<file path="src/rtl/rr_arb_pkg.sv">
// Shared constants, state encoding and small helpers for the round-robin
// encoder arbiter.
package rr_arb_pkg;

  localparam int N_REQ = 8;
  localparam int IDX_W = 3;

  typedef enum logic {
    IDLE  = 1'b0,
    GRANT = 1'b1
  } arb_state_t;

  // Lowest set bit wins; returns 0 for an all-zero vector.
  function automatic logic [IDX_W-1:0] lowest_set(input logic [N_REQ-1:0] v);
    logic [IDX_W-1:0] r;
    r = '0;
    for (int k = N_REQ - 1; k >= 0; k--) begin
      if (v[k]) r = IDX_W'(k);
    end
    return r;
  endfunction

  function automatic logic [N_REQ-1:0] idx_to_onehot(input logic [IDX_W-1:0] i);
    logic [N_REQ-1:0] v;
    v    = '0;
    v[i] = 1'b1;
    return v;
  endfunction

endpackage

</file>
<file path="src/rtl/rr_encoder_arbiter_if.sv">
// Requester-bank <-> arbiter bundle: level requests in, registered grant out.
interface rr_encoder_arbiter_if;

  // Handshake: a requester raises req[k] and keeps it high for as long as it
  // wants the slot; gnt[k]/gnt_valid/gnt_idx stay asserted while the grant is
  // held; dropping req[k] releases the slot on the next edge. timeout pulses
  // for one cycle when the arbiter takes the slot away at the hold limit.
  logic [rr_arb_pkg::N_REQ-1:0] req;
  logic [rr_arb_pkg::N_REQ-1:0] gnt;
  logic                         gnt_valid;
  logic [rr_arb_pkg::IDX_W-1:0] gnt_idx;
  logic                         timeout;
  rr_arb_pkg::arb_state_t       state;

  modport master (input req, output gnt, gnt_valid, gnt_idx, timeout, state);
  modport slave  (output req, input gnt, gnt_valid, gnt_idx, timeout, state);

endinterface

</file>
<file path="src/rtl/rr_pick8.sv">
// Combinational round-robin pick: first requester at or above ptr, else the
// lowest requester overall.
module rr_pick8
  import rr_arb_pkg::*;
(
  input  logic [N_REQ-1:0] req,
  input  logic [IDX_W-1:0] ptr,
  output logic             any,
  output logic [IDX_W-1:0] win_idx
);

  logic [N_REQ-1:0] mask;
  logic [N_REQ-1:0] masked;

  always_comb begin
    mask = '0;
    for (int k = 0; k < N_REQ; k++) begin
      mask[k] = (k >= int'(ptr));
    end
    masked  = req & mask;
    any     = |req;
    win_idx = (|masked) ? lowest_set(masked) : lowest_set(req);
  end

endmodule

</file>
<file path="src/rtl/rr_encoder_arbiter.sv">
// Round-robin arbiter for one shared encoder slot: grants one requester,
// holds while its request stays high, force-releases after MAX_HOLD cycles.
module rr_encoder_arbiter
  import rr_arb_pkg::*;
#(
  parameter int unsigned MAX_HOLD = 16
) (
  input  logic                 clk,
  input  logic                 rst_n,
  rr_encoder_arbiter_if.master bus
);

  localparam logic [7:0] HOLD_LIMIT = 8'(MAX_HOLD);

  arb_state_t       state;
  logic [IDX_W-1:0] ptr;
  logic [7:0]       hold_cnt;
  logic [N_REQ-1:0] gnt_r;
  logic [IDX_W-1:0] gnt_idx_r;
  logic             gnt_valid_r;
  logic             timeout_r;

  logic             any;
  logic [IDX_W-1:0] win_idx;
  logic             holder_req;
  logic             force_now;
  logic             release_now;

  rr_pick8 u_pick (
    .req     (bus.req),
    .ptr     (ptr),
    .any     (any),
    .win_idx (win_idx)
  );

  assign holder_req  = bus.req[gnt_idx_r];
  // A dropped request wins over the hold limit, so timeout only fires when
  // the holder still wanted the slot.
  assign force_now   = holder_req && (hold_cnt == HOLD_LIMIT);
  assign release_now = !holder_req || force_now;

  always_ff @(posedge clk or negedge rst_n) begin
    if (!rst_n) begin
      state       <= IDLE;
      ptr         <= '0;
      hold_cnt    <= '0;
      gnt_r       <= '0;
      gnt_idx_r   <= '0;
      gnt_valid_r <= 1'b0;
      timeout_r   <= 1'b0;
    end else begin
      timeout_r <= 1'b0;
      if (state == IDLE) begin
        if (any) begin
          gnt_r       <= idx_to_onehot(win_idx);
          gnt_idx_r   <= win_idx;
          gnt_valid_r <= 1'b1;
          hold_cnt    <= 8'd1;
          state       <= GRANT;
        end
      end else begin
        if (release_now) begin
          // ptr advances past the holder, making it lowest priority next round.
          ptr         <= gnt_idx_r + 1'b1;
          gnt_r       <= '0;
          gnt_idx_r   <= '0;
          gnt_valid_r <= 1'b0;
          hold_cnt    <= '0;
          timeout_r   <= force_now;
          state       <= IDLE;
        end else begin
          hold_cnt <= hold_cnt + 8'd1;
        end
      end
    end
  end

  assign bus.gnt       = gnt_r;
  assign bus.gnt_idx   = gnt_idx_r;
  assign bus.gnt_valid = gnt_valid_r;
  assign bus.timeout   = timeout_r;
  assign bus.state     = state;

endmodule

</file>
<file path="src/flat_wrapper.sv">
// flat-port wrapper written by rule: the top's interface ports become plain ports
module rr_encoder_arbiter_flat import rr_arb_pkg::*;
#(
  parameter int unsigned MAX_HOLD = 16
)
  (clk, rst_n, bus_req, bus_gnt, bus_gnt_valid, bus_gnt_idx, bus_timeout, bus_state);
  rr_encoder_arbiter_if bus_i ();
  input  logic clk;
  input  logic rst_n;
  input wire logic [$bits(bus_i.req)-1:0] bus_req;
  output wire logic [$bits(bus_i.gnt)-1:0] bus_gnt;
  output wire logic [$bits(bus_i.gnt_valid)-1:0] bus_gnt_valid;
  output wire logic [$bits(bus_i.gnt_idx)-1:0] bus_gnt_idx;
  output wire logic [$bits(bus_i.timeout)-1:0] bus_timeout;
  output wire logic [$bits(bus_i.state)-1:0] bus_state;
  assign bus_i.req = bus_req;
  assign bus_gnt = bus_i.gnt;
  assign bus_gnt_valid = bus_i.gnt_valid;
  assign bus_gnt_idx = bus_i.gnt_idx;
  assign bus_timeout = bus_i.timeout;
  assign bus_state = bus_i.state;
  rr_encoder_arbiter #(.MAX_HOLD(MAX_HOLD)) u_core (.clk(clk), .rst_n(rst_n), .bus(bus_i));
endmodule
</file>
<file path="config.mk">
export PLATFORM = sky130hd
export DESIGN_NAME = rr_encoder_arbiter_flat
export DESIGN_NICKNAME = d
export VERILOG_FILES = /design/src/rtl/rr_arb_pkg.sv /design/src/rtl/rr_encoder_arbiter_if.sv /design/src/rtl/rr_pick8.sv /design/src/rtl/rr_encoder_arbiter.sv /design/src/flat_wrapper.sv
export SDC_FILE = /design/constraint.sdc
export NUM_CORES = 1
export LEC_CHECK = 0
export CAP_MARGIN = 25
export CORE_AREA = 2 2 71 73
export CTS_CLUSTER_DIAMETER = 50
export DETAILED_ROUTE_END_ITERATION = 12
export DIE_AREA = 0 0 73 75
export HOLD_SLACK_MARGIN = 0.1
export PLACE_DENSITY_LB_ADDON = 0.2
export SYNTH_ARGS = -nofsm -noshare
export SYNTH_HDL_FRONTEND = slang
export SYNTH_SLANG_ARGS = --single-unit
</file>
<file path="constraint.sdc">
create_clock -name clk -period 2.9 [get_ports clk]
set_input_delay 0.725 -clock clk [delete_from_list [all_inputs] [get_ports clk]]
set_output_delay 0.725 -clock clk [all_outputs]
set_load 0.01 [all_outputs]
</file>
==> run_results.csv <==
group,metric,value,unit
setup_path,cp.arrival,2.64,ns
yosys,synthTopCellsByArea,"dfrtp_1 (40%), nor2_1 (3.6%), nand3_1 (3.5%)",
floorplan,start_util,33.3,%
global_routing,grt_pass1_wl,6360,um
yosys,synth_area,1550,um^2
clocking,tritoncts,"yes",
yosys,netlist.area_leader.share,40.3,%
floorplan,coreArea,4660,um^2
drt,wl_per_cell,16.0,um
clocking,ctsRootBufferMaster,"clkbuf_8",
clocking,h-tree-depth,1,
power_and_ir_drop,power,1.76,mW
timing,post-route-min-period,2.48,ns
timing,setup_ws,0.425,ns
yosys,yosys.area.top_type,"dfrtp_1",
timing,hold_viol_final,0,
setup_path,cp-start-kind,"input port",
clocking,clkTransAtPathRegs,0.10,ns
final_layout,drive_gt1_share,16.8,%
yosys,synthArstFlopShare,100,%
global_routing,grt_max_degree,26,
yosys,synthCells,159,
final_layout,final_util,41.6,%
yosys,ys_seq_area_share,40.3,%
yosys,yosysWarningCount,0,
min_path,min_path_type,"reg2reg",
placed_design,place_ws,0.147,ns
drt,drtIter0Drc,89,
setup_path,cp-end-kind,"flop",
floorplan,ios,24,
power_and_ir_drop,powerDensity,910,nW/um^2
floorplan,rows,25,
drt,avgViaCountPerCell,5.74,
floorplan,die_w,73,um
global_routing,track_usage,15.1,%
timing,hold_ws,0.505,ns
final_layout,fillerInstances,466,
clocking,numCtsBuffers,3,
final_layout,multi_input_area,878,um^2
drt,drc,0,
power_and_ir_drop,p_leak,0.824,nW
timing,drv_slew,0,
final_layout,area_growth,24.8,%
run,maxCapViolCount,0,
clocking,clock_path_buffers,2,
yosys,synth_area_per_cell,9.76,um^2
timing,fin_crit_sh,85.4,%
final_layout,nNetsFinal,204,
clocking,cts.sinks,25,
final_layout,antenna_cells,0,
global_routing,antenna_found_initial,0,
timing,slew_headroom,73.5,%
power_and_ir_drop,vdd_drop_max,0.265,mV
setup_path,critical_path_class,"in2reg",
clocking,clk_latency,0.27,ns
yosys,syn-num-nets,172,
placed_design,dp_hpwl,3030,um
final_layout,seq_area,626,um^2
drt,ant_nets,0,
placed_design,globalplace.congestion,0.991,
timing,setup_viol,0,
placed_design,io_buffers,23,
global_routing,gr-total-overflow,0,
timing,tightest_slew,0.391,ns
timing,rsz0062_at_grt,"false",
global_routing,grt_pass1_vias,1358,
yosys,synth_ff_type,"dfrtp_1",
drt,wirelength,3910,um
floorplan,dieHeight,75,um
yosys,synth_edf_count,0,
timing,clock_skew,0.0110,ns
yosys,ys_seq_elements,25,
drt,dr.pass1.iters,4,
clocking,cts_setup_buffers,0,
timing,timing.fmax,404,MHz
setup_path,cp_max_fo,10,
clocking,cts_hold_buffers,0,
yosys,synthDistinctLibCells,58,
setup_path,required,3.07,ns
clocking,cts_resized,0,
drt,vias,1401,
timing,finalSetupTns,0,ns
status,status,"complete, no violations",
floorplan,die_area,5480,um^2
==> placed cells by master, fill, tap and decap left out, types with 2 or more instances in the layout <==
master / instances
nand3_1: 11
dfrtp_1: 25
xor2_1: 3
nand2_1: 14
buf_4: 9
nor2_1: 15
nor2b_1: 5
ha_1: 3
nor4_1: 2
o21a_1: 2
o31ai_1: 4
a21o_1: 3
a22o_2: 3
a21oi_1: 7
o21ai_0: 7
mux4_2: 2
nand2b_1: 3
inv_1: 5
a22o_1: 2
a32o_1: 2
clkbuf_8: 3
clkdlybuf4s50_1: 23
==> area by class of cell <==
class	instances	share of cell area, %
sequential	25	32.3
multi-input combinational	124	45.3
tap	54	3.49
timing repair buffer	32	15.4
clock inverter	1	0.388
clock buffer	3	2.13
inverter	5	0.969
==> flip-flops by register name, summed over array words and instances, names as in the netlist <==
name,cells
u_core.bus.gnt_idx,3
u_core.bus.gnt,8
u_core.bus.gnt_valid,1
u_core.ptr,3
u_core.hold_cnt,8
u_core.bus.state,1
u_core.bus.timeout,1
==> Yosys cell counts, drive strengths merged (2+ instances only) <==
master,n
mux2i,2
xor2,3
o21ai,9
a21oi,7
nor2b,5
dfrtp,25
nand2,14
nand2b,3
nor2,16
buf,4
mux4,2
nor4,3
inv,5
a22o,5
o31ai,4
ha,3
nand3,12
a21o,3
o41ai,2
nor3,2
o21a,2
a32o,2
or2,2
and3,2
==> kinds of logic after synthesis <==
logic type               count (synthesis)  share of synthesized area, %
AND/OR/NAND/NOR                         64                          22.3
AO/OA/AOI/OAI                           49                          24.5
flip-flops                              25                          40.3
buffers and inverters                   10                          3.06
multiplexers                             5                          5.73
XOR/XNOR                                 3                          1.69
adder cells (fa/ha/maj)                  3                          2.42
==> routing by layer <==
metal | GRT usage (%) | up-vias | share of wire (%)
met4 | 7.82 | 0 | 3.0
met1 | 18.9 | 700 | 44
met3 | 2.41 | 13 | 3.5
met5 | 0 | - | 0
li1 | - | 652 | -
met2 | 25.4 | 36 | 49
==> final timing paths <==
kind                                         to  slack [ns]                   from  cells past startpoint
max                          u_core.hold_cnt[5]        0.42             bus_req[0]                      6
min                        u_core.bus.gnt_valid        0.51   u_core.bus.gnt_valid                      1
max reg2reg                  u_core.hold_cnt[5]        0.84  u_core.bus.gnt_idx[0]                      5
min reg2reg                u_core.bus.gnt_valid        0.51   u_core.bus.gnt_valid                      1
max in group asynchronous         u_core.ptr[2]        1.84                  rst_n                      2
min in group asynchronous     u_core.bus.gnt[4]        0.81                  rst_n                      2
==> metrics by stage <==
stage / instances / area, um^2
detailed placement: 240 / 1890
global route: 244 / 1940
CTS: 244 / 1940
global placement: 240 / 1890
floorplan: 159 / 1550
finish: 244 / 1940
==> power by group <==
| group | switching (mW) | internal (mW) |
|---|---|---|
| clock network | 0.115 | 0.0974 |
| registers | 0.149 | 0.459 |
| logic | 0.488 | 0.453 |
| total | 0.752 | 1.01 |
==> critical path: stages <==
cell             delay [ns]
clkdlybuf4s50_1        0.51
mux4_2                 0.54
mux2i_4                0.28
nor3_4                 0.12
and3_1                 0.19
a221o_1                0.26
Power figures use the tool's default switching activity.
